## src/rtl/regfile_write_arbiter_if.sv

```systemverilog
// Purpose: writeback requester bus plus register-file write port of regfile_write_arbiter.
// Latency: none, signal bundle only.
// Backpressure: req_ready is the per-requester grant; requesters hold valid and payload until granted.
`ifndef WORD_WIDTH
`define WORD_WIDTH 32
`endif
`ifndef NUM_REGS_WIDTH
`define NUM_REGS_WIDTH 4
`endif
`ifndef NUM_REGS
`define NUM_REGS 16
`endif

interface regfile_write_arbiter_if #(
  parameter int N_REQ  = 3,
  parameter int WORD_W = `WORD_WIDTH,
  parameter int RIDX_W = `NUM_REGS_WIDTH
);
  logic [N_REQ-1:0]        req_valid;
  logic [N_REQ*RIDX_W-1:0] req_rd;
  logic [N_REQ*WORD_W-1:0] req_data;
  logic [N_REQ-1:0]        req_ready;
  logic                    write_en;
  logic [RIDX_W-1:0]       wr_rd;
  logic [WORD_W-1:0]       wr_data;
  logic                    clear_done;

  // Requester / register-file side.
  modport master (
    output req_valid, req_rd, req_data,
    input  req_ready, write_en, wr_rd, wr_data, clear_done
  );

  // Arbiter side.
  modport slave (
    input  req_valid, req_rd, req_data,
    output req_ready, write_en, wr_rd, wr_data, clear_done
  );
endinterface

```

## src/rtl/regfile_write_arbiter.sv

```systemverilog
// Purpose: round-robin share of the register-file write port, after a reset-time clear of all registers.
// Latency: grant is combinational; the write port is driven on the cycle after the handshake.
// Backpressure: req_ready stays 0 during clear; in RUN one valid requester per cycle is granted.
// Optional feature: define REG_ZERO_GUARD_EN to swallow writes to register 0 while running.
`ifndef WORD_WIDTH
`define WORD_WIDTH 32
`endif
`ifndef NUM_REGS_WIDTH
`define NUM_REGS_WIDTH 4
`endif
`ifndef NUM_REGS
`define NUM_REGS 16
`endif

module regfile_write_arbiter #(
  parameter int N_REQ  = 3,
  parameter int WORD_W = `WORD_WIDTH,
  parameter int RIDX_W = `NUM_REGS_WIDTH,
  parameter int NREGS  = `NUM_REGS
) (
  input  logic                    clk,
  input  logic                    rst,
  regfile_write_arbiter_if.slave  bus
);

  localparam int PTR_W = (N_REQ > 1) ? $clog2(N_REQ) : 1;
  // One extra bit so that NREGS == 2**RIDX_W still reaches its last index cleanly.
  localparam logic [RIDX_W:0]  CLR_LAST = (RIDX_W+1)'(NREGS - 1);
  localparam logic [PTR_W-1:0] PTR_LAST = PTR_W'(N_REQ - 1);

  typedef enum logic {CLEAR = 1'b0, RUN = 1'b1} state_t;

  state_t            state;
  logic [RIDX_W:0]   clr_idx;
  logic [PTR_W-1:0]  rr_ptr;
  logic              write_en;
  logic [RIDX_W-1:0] wr_rd;
  logic [WORD_W-1:0] wr_data;
  logic              clear_done;

  logic [N_REQ-1:0]  grant;
  logic [PTR_W-1:0]  gnt_idx;
  logic [PTR_W-1:0]  cand;
  logic              gnt_any;
  logic [RIDX_W-1:0] gnt_rd;
  logic [WORD_W-1:0] gnt_data;
  logic              blocked;

  // Round-robin search starting at rr_ptr; scanning from the farthest offset down
  // lets the nearest valid requester overwrite earlier candidates.
  always_comb begin
    grant    = '0;
    gnt_idx  = '0;
    cand     = '0;
    gnt_any  = 1'b0;
    gnt_rd   = '0;
    gnt_data = '0;
    if (state == RUN) begin
      for (int k = N_REQ - 1; k >= 0; k--) begin
        cand = PTR_W'((int'(rr_ptr) + k) % N_REQ);
        if (bus.req_valid[cand]) begin
          gnt_any = 1'b1;
          gnt_idx = cand;
        end
      end
    end
    if (gnt_any) begin
      grant = N_REQ'(1) << gnt_idx;
    end
    for (int k = 0; k < N_REQ; k++) begin
      if (grant[k]) begin
        gnt_rd   = bus.req_rd[k*RIDX_W +: RIDX_W];
        gnt_data = bus.req_data[k*WORD_W +: WORD_W];
      end
    end
  end

  // Writes to r0 are accepted but dropped when the zero guard is built in.
`ifdef REG_ZERO_GUARD_EN
  assign blocked = (gnt_rd == '0);
`else
  assign blocked = 1'b0;
`endif

  // Control FSM: clear walk, then arbitration; all write-port outputs registered here.
  always_ff @(posedge clk or negedge rst) begin
    if (!rst) begin
      state      <= CLEAR;
      clr_idx    <= '0;
      rr_ptr     <= '0;
      write_en   <= 1'b0;
      wr_rd      <= '0;
      wr_data    <= '0;
      clear_done <= 1'b0;
    end else begin
      case (state)
        CLEAR: begin
          write_en <= 1'b1;
          wr_rd    <= clr_idx[RIDX_W-1:0];
          wr_data  <= '0;
          clr_idx  <= clr_idx + 1'b1;
          if (clr_idx == CLR_LAST) begin
            state      <= RUN;
            clear_done <= 1'b1;
          end
        end
        RUN: begin
          if (gnt_any) begin
            rr_ptr <= (gnt_idx == PTR_LAST) ? '0 : gnt_idx + 1'b1;
            if (!blocked) begin
              write_en <= 1'b1;
              wr_rd    <= gnt_rd;
              wr_data  <= gnt_data;
            end else begin
              write_en <= 1'b0;
            end
          end else begin
            write_en <= 1'b0;
          end
        end
        default: state <= CLEAR;
      endcase
    end
  end

  assign bus.req_ready  = grant;
  assign bus.write_en   = write_en;
  assign bus.wr_rd      = wr_rd;
  assign bus.wr_data    = wr_data;
  assign bus.clear_done = clear_done;

endmodule

```

## src/flat_wrapper.sv

```systemverilog
// flat-port wrapper written by rule: the top's interface ports become plain ports
module regfile_write_arbiter_flat 
#(
  parameter int N_REQ  = 3,
  parameter int WORD_W = `WORD_WIDTH,
  parameter int RIDX_W = `NUM_REGS_WIDTH,
  parameter int NREGS  = `NUM_REGS
)
  (clk, rst, bus_req_valid, bus_req_rd, bus_req_data, bus_req_ready, bus_write_en, bus_wr_rd, bus_wr_data, bus_clear_done);
  regfile_write_arbiter_if #(.N_REQ(N_REQ), .WORD_W(WORD_W), .RIDX_W(RIDX_W)) bus_i ();
  input  logic clk;
  input  logic rst;
  input wire logic [$bits(bus_i.req_valid)-1:0] bus_req_valid;
  input wire logic [$bits(bus_i.req_rd)-1:0] bus_req_rd;
  input wire logic [$bits(bus_i.req_data)-1:0] bus_req_data;
  output wire logic [$bits(bus_i.req_ready)-1:0] bus_req_ready;
  output wire logic [$bits(bus_i.write_en)-1:0] bus_write_en;
  output wire logic [$bits(bus_i.wr_rd)-1:0] bus_wr_rd;
  output wire logic [$bits(bus_i.wr_data)-1:0] bus_wr_data;
  output wire logic [$bits(bus_i.clear_done)-1:0] bus_clear_done;
  assign bus_i.req_valid = bus_req_valid;
  assign bus_i.req_rd = bus_req_rd;
  assign bus_i.req_data = bus_req_data;
  assign bus_req_ready = bus_i.req_ready;
  assign bus_write_en = bus_i.write_en;
  assign bus_wr_rd = bus_i.wr_rd;
  assign bus_wr_data = bus_i.wr_data;
  assign bus_clear_done = bus_i.clear_done;
  regfile_write_arbiter #(.N_REQ(N_REQ), .WORD_W(WORD_W), .RIDX_W(RIDX_W), .NREGS(NREGS)) u_core (.clk(clk), .rst(rst), .bus(bus_i));
endmodule
```

## config.mk

```make
export PLATFORM = sky130hd
export DESIGN_NAME = regfile_write_arbiter_flat
export DESIGN_NICKNAME = d
export VERILOG_FILES = /design/src/rtl/regfile_write_arbiter_if.sv /design/src/rtl/regfile_write_arbiter.sv /design/src/flat_wrapper.sv
export SDC_FILE = /design/constraint.sdc
export NUM_CORES = 1
export LEC_CHECK = 0
export BUFFER_PORTS_ARGS = -buffer_cell sky130_fd_sc_hd__clkbuf_2
export CORE_AREA = 2 2 83 85
export DETAILED_ROUTE_END_ITERATION = 7
export DIE_AREA = 0 0 85 87
export PLACE_DENSITY = 0.87
export SYNTH_ARGS = -nofsm -noshare
export SYNTH_HDL_FRONTEND = slang
export SYNTH_SLANG_ARGS = --single-unit
```

## constraint.sdc

```tcl
create_clock -name clk -period 3 [get_ports clk]
set_input_delay 0.45 -clock clk [delete_from_list [all_inputs] [get_ports clk]]
set_output_delay 0.45 -clock clk [all_outputs]
set_load 0.01 [all_outputs]
```

==> results.py <==
metrics = {
    "status": {
        "status": "finished clean",
    },
    "sta": {
        "skew_ns": 0.01203,
        "period_share": 0.9305,
        "final.setup.tns_ns": 0,
        "final-hold-violation-count": 0,
        "relSlewSlack": 0.4612,
        "grt_setup_unrepaired": "no",
        "fin_crit_ns": 2.792,
        "slew_viol_final": 0,
        "worst_slew_pin_slew_ns": 0.8073,
        "final-setup-viol-count": 0,
        "finalWorstSetupSlack_ns": 0.2084,
        "max_freq_mhz": 358.2,
    },
    "final_layout": {
        "final_nets": 526,
        "num_antenna_cells": 0,
        "fin_cells": 490,
        "utilization": 0.5836,
        "drive_gt1_frac": 0.5927,
        "nFillCells": 550,
        "post-route-cell-area_mm2": 0.003834,
        "syn_to_final_growth_pct": 31.96,
    },
    "flow_run": {
        "drv_cap": 0,
    },
    "synth": {
        "syn-instance-count": 266,
        "seq_area_frac_synth": 0.3962,
        "yosys_warnings": 0,
        "synth_area_mm2": 0.002905,
        "async_reset_ff_frac": 1.000,
        "synth_edf_count": 0,
        "synth.distinct_cells": 40,
        "syn_nets": 383,
        "syn_area_per_cell_um2": 10.92,
        "synth_seq_cells": 46,
        "ys.flop_type": "dfrtp_1",
    },
    "hold_path": {
        "hold_class": "in -> async",
    },
    "route": {
        "vias": 2834,
        "wl_per_cell_um": 17.90,
        "drtIter0Drc": 186,
        "wl_mm": 8.771,
        "drc": 0,
        "viasPerCell": 5.784,
        "ant_nets": 0,
        "firstDrtPassIters": 4,
    },
    "floorplan": {
        "fp.dieH_um": 87,
        "core_area_mm2": 0.006569,
        "num_io_pins": 154,
        "die_x_um": 85,
        "dieArea_mm2": 0.007395,
        "start_util": 0.4423,
        "rows": 30,
    },
    "placement": {
        "place_ws_ns": 0.2205,
        "place_inst": 481,
        "hpwl_mm": 6.124,
        "gp_congestion": 0.8016,
        "io_buffer_count": 153,
        "placed_area_mm2": 0.003709,
    },
    "power": {
        "ir_worst_vdd_mv": 0.5034,
        "power_leakage_nw": 1.815,
        "pwr_density_cell_mw_per_mm2": 1066,
    },
    "grt": {
        "grt_pass1_vias": 2888,
        "grt-ovfl-total": 0,
        "grt_antenna_before_repair": 0,
        "grt_start_max_net_pins": 48,
        "grt_first_pass_wirelength_mm": 13.46,
        "grt_usage": 0.2245,
    },
    "cts": {
        "clk_path_buf_depth": 2,
        "cts_sinks": 46,
        "htree_levels": 2,
        "cts_root_buf": "clkbuf_8",
        "cts_buffers": 5,
        "clkTransAtPathRegs_ns": 0.10,
        "clk_latency_ns": 0.30,
        "post_cts_buffers": 0,
        "cts_tree": "built",
    },
    "critical_path": {
        "max_stage_delay_ns": 0.52,
        "critical_path_class": "reg -> out",
        "end_kind": "primary output",
        "crit_path_start_kind": "flip-flop",
        "cp.arrival_ns": 2.34,
        "path_cells": "inv_1 -> ha_1 -> mux2i_1 -> a211oi_2 -> nor2_4 -> nor3_1 -> clkbuf_2",
        "critical_path_required_ns": 2.55,
        "cp_max_fo": 12,
        "crit_slowest_cell": "a211oi_2",
    },
}
worst max-delay path: cells and delay by family, from the launching register on:
kind	cells	cell delay (ns)
buf+inv	2	0.23
fa+ha+maj	1	0.32
compound gates	1	0.52
mux	1	0.16
simple gates	2	0.41
flops	1	0.40
stage by stage:
stage          hold slack (ns)  power [mW]
2_1_floorplan           0.1544       2.943
3_3_place_gp            0.4418       3.482
3_5_place_dp            0.4468       3.613
4_1_cts                 0.1121       4.079
5_1_grt                 0.1327       4.369
6_report                0.1023       4.087
cell usage after synthesis, drive strengths merged (3+ instances only):
cell	count	area (um2)
a221oi	36	490.5
a31oi	4	25.02
buf	15	116.4
clkbuf	13	48.80
dfrtp	46	1151
ha	4	50.05
inv	4	15.01
nand2	3	11.26
nand3	35	175.2
nor2	39	153.9
nor2b	4	25.02
o211ai	3	22.52
o31ai	36	424.2
xnor2	3	26.28
kinds of logic after synthesis:
| group | after synthesis | share of synthesized area |
|---|---|---|
| adders and majority gates | 4 | 0.01723 |
| and+or+nand+nor | 89 | 0.1477 |
| muxes | 3 | 0.01120 |
| xor gates and xnor gates | 3 | 0.009046 |
| DFF | 46 | 0.3962 |
| AOI/OAI and AO/OA | 89 | 0.3566 |
| buffers and inverters | 32 | 0.06201 |
flip-flops by register name (all words and copies together), names as in the netlist:
register / cells
u_core.bus.wr_data: 32
u_core.clr_idx: 5
u_core.bus.wr_rd: 4
u_core.rr_ptr: 2
u_core.bus.clear_done: 1
u_core.bus.write_en: 1
u_core.state: 1
layout make-up:
type	instances	area, um2	share of cell area
clock buffer	5	68.82	0.01795
clock inverter	3	45.04	0.01175
inverter	4	15.01	0.003916
multi-input combinational	189	1599	0.4171
sequential	46	1152	0.3006
tap	80	100.1	0.02611
timing repair buffer	163	853.3	0.2226
per-layer routing:
metal / vias to the layer above / global-route usage / wire, um
met4: 0 / 0.06494 / 113
met3: 10 / 0.04265 / 549
met1: 1381 / 0.2735 / 3536
met5: - / 0 / 0
li1: 1319 / - / -
met2: 124 / 0.4041 / 4571
cell usage in the layout, fill, tap and decap left out, drive strengths merged:
| cell | netlist | layout |
|---|---|---|
| buf | 15 | 10 |
| and3 | 1 | 1 |
| a21boi | 1 | 1 |
| o21ai | 2 | 2 |
| dfrtp | 46 | 46 |
| bufinv | 0 | 1 |
| nor3b | 2 | 2 |
| a21o | 2 | 2 |
| clkinvlp | 0 | 2 |
| a31oi | 4 | 4 |
| clkbuf | 13 | 158 |
| xnor2 | 3 | 3 |
| o31a | 1 | 1 |
| inv | 4 | 4 |
| o31ai | 36 | 36 |
| o21a | 1 | 1 |
| mux2 | 2 | 2 |
| nand2 | 3 | 3 |
| nor2 | 39 | 40 |
| nor2b | 4 | 4 |
| a221oi | 36 | 36 |
| ha | 4 | 4 |
| a211oi | 1 | 1 |
| o22ai | 1 | 1 |
| o21bai | 1 | 1 |
| nand3 | 35 | 35 |
| mux2i | 1 | 1 |
| nor3 | 2 | 2 |
| o211ai | 3 | 3 |
| or2 | 2 | 2 |
| nor4b | 1 | 1 |
report_power, final:
part / total (mW) / leakage (nW) / switching, mW / internal, mW
Combinational: 2.56 / 1.21 / 1.48 / 1.08
Clock: 0.473 / 0.0504 / 0.225 / 0.248
Sequential: 1.05 / 0.553 / 0.147 / 0.904
path summary, 6_finish.rpt:
| kind | from | to | slack (ns) | depth (start not counted) |
|---|---|---|---|---|
| max reg2reg | u_core.rr_ptr[0] | u_core.bus.wr_data[3] | 0.41 | 8 |
| min | rst | u_core.bus.wr_data[2] | 0.10 | 1 |
| min in group clk | bus_req_data[77] | u_core.bus.wr_data[13] | 0.42 | 3 |
| max in group asynchronous | rst | u_core.clr_idx[1] | 2.11 | 2 |
| max | u_core.rr_ptr[0] | bus_req_ready[0] | 0.21 | 7 |
| min reg2reg | u_core.bus.clear_done | u_core.bus.clear_done | 0.46 | 1 |
repair_timing:
action	CTS	global route
setup endpoints to repair	0	1
hold buffers	0	0
resized for setup	0	1
Note: power is estimated with default switching activity, not from simulation.
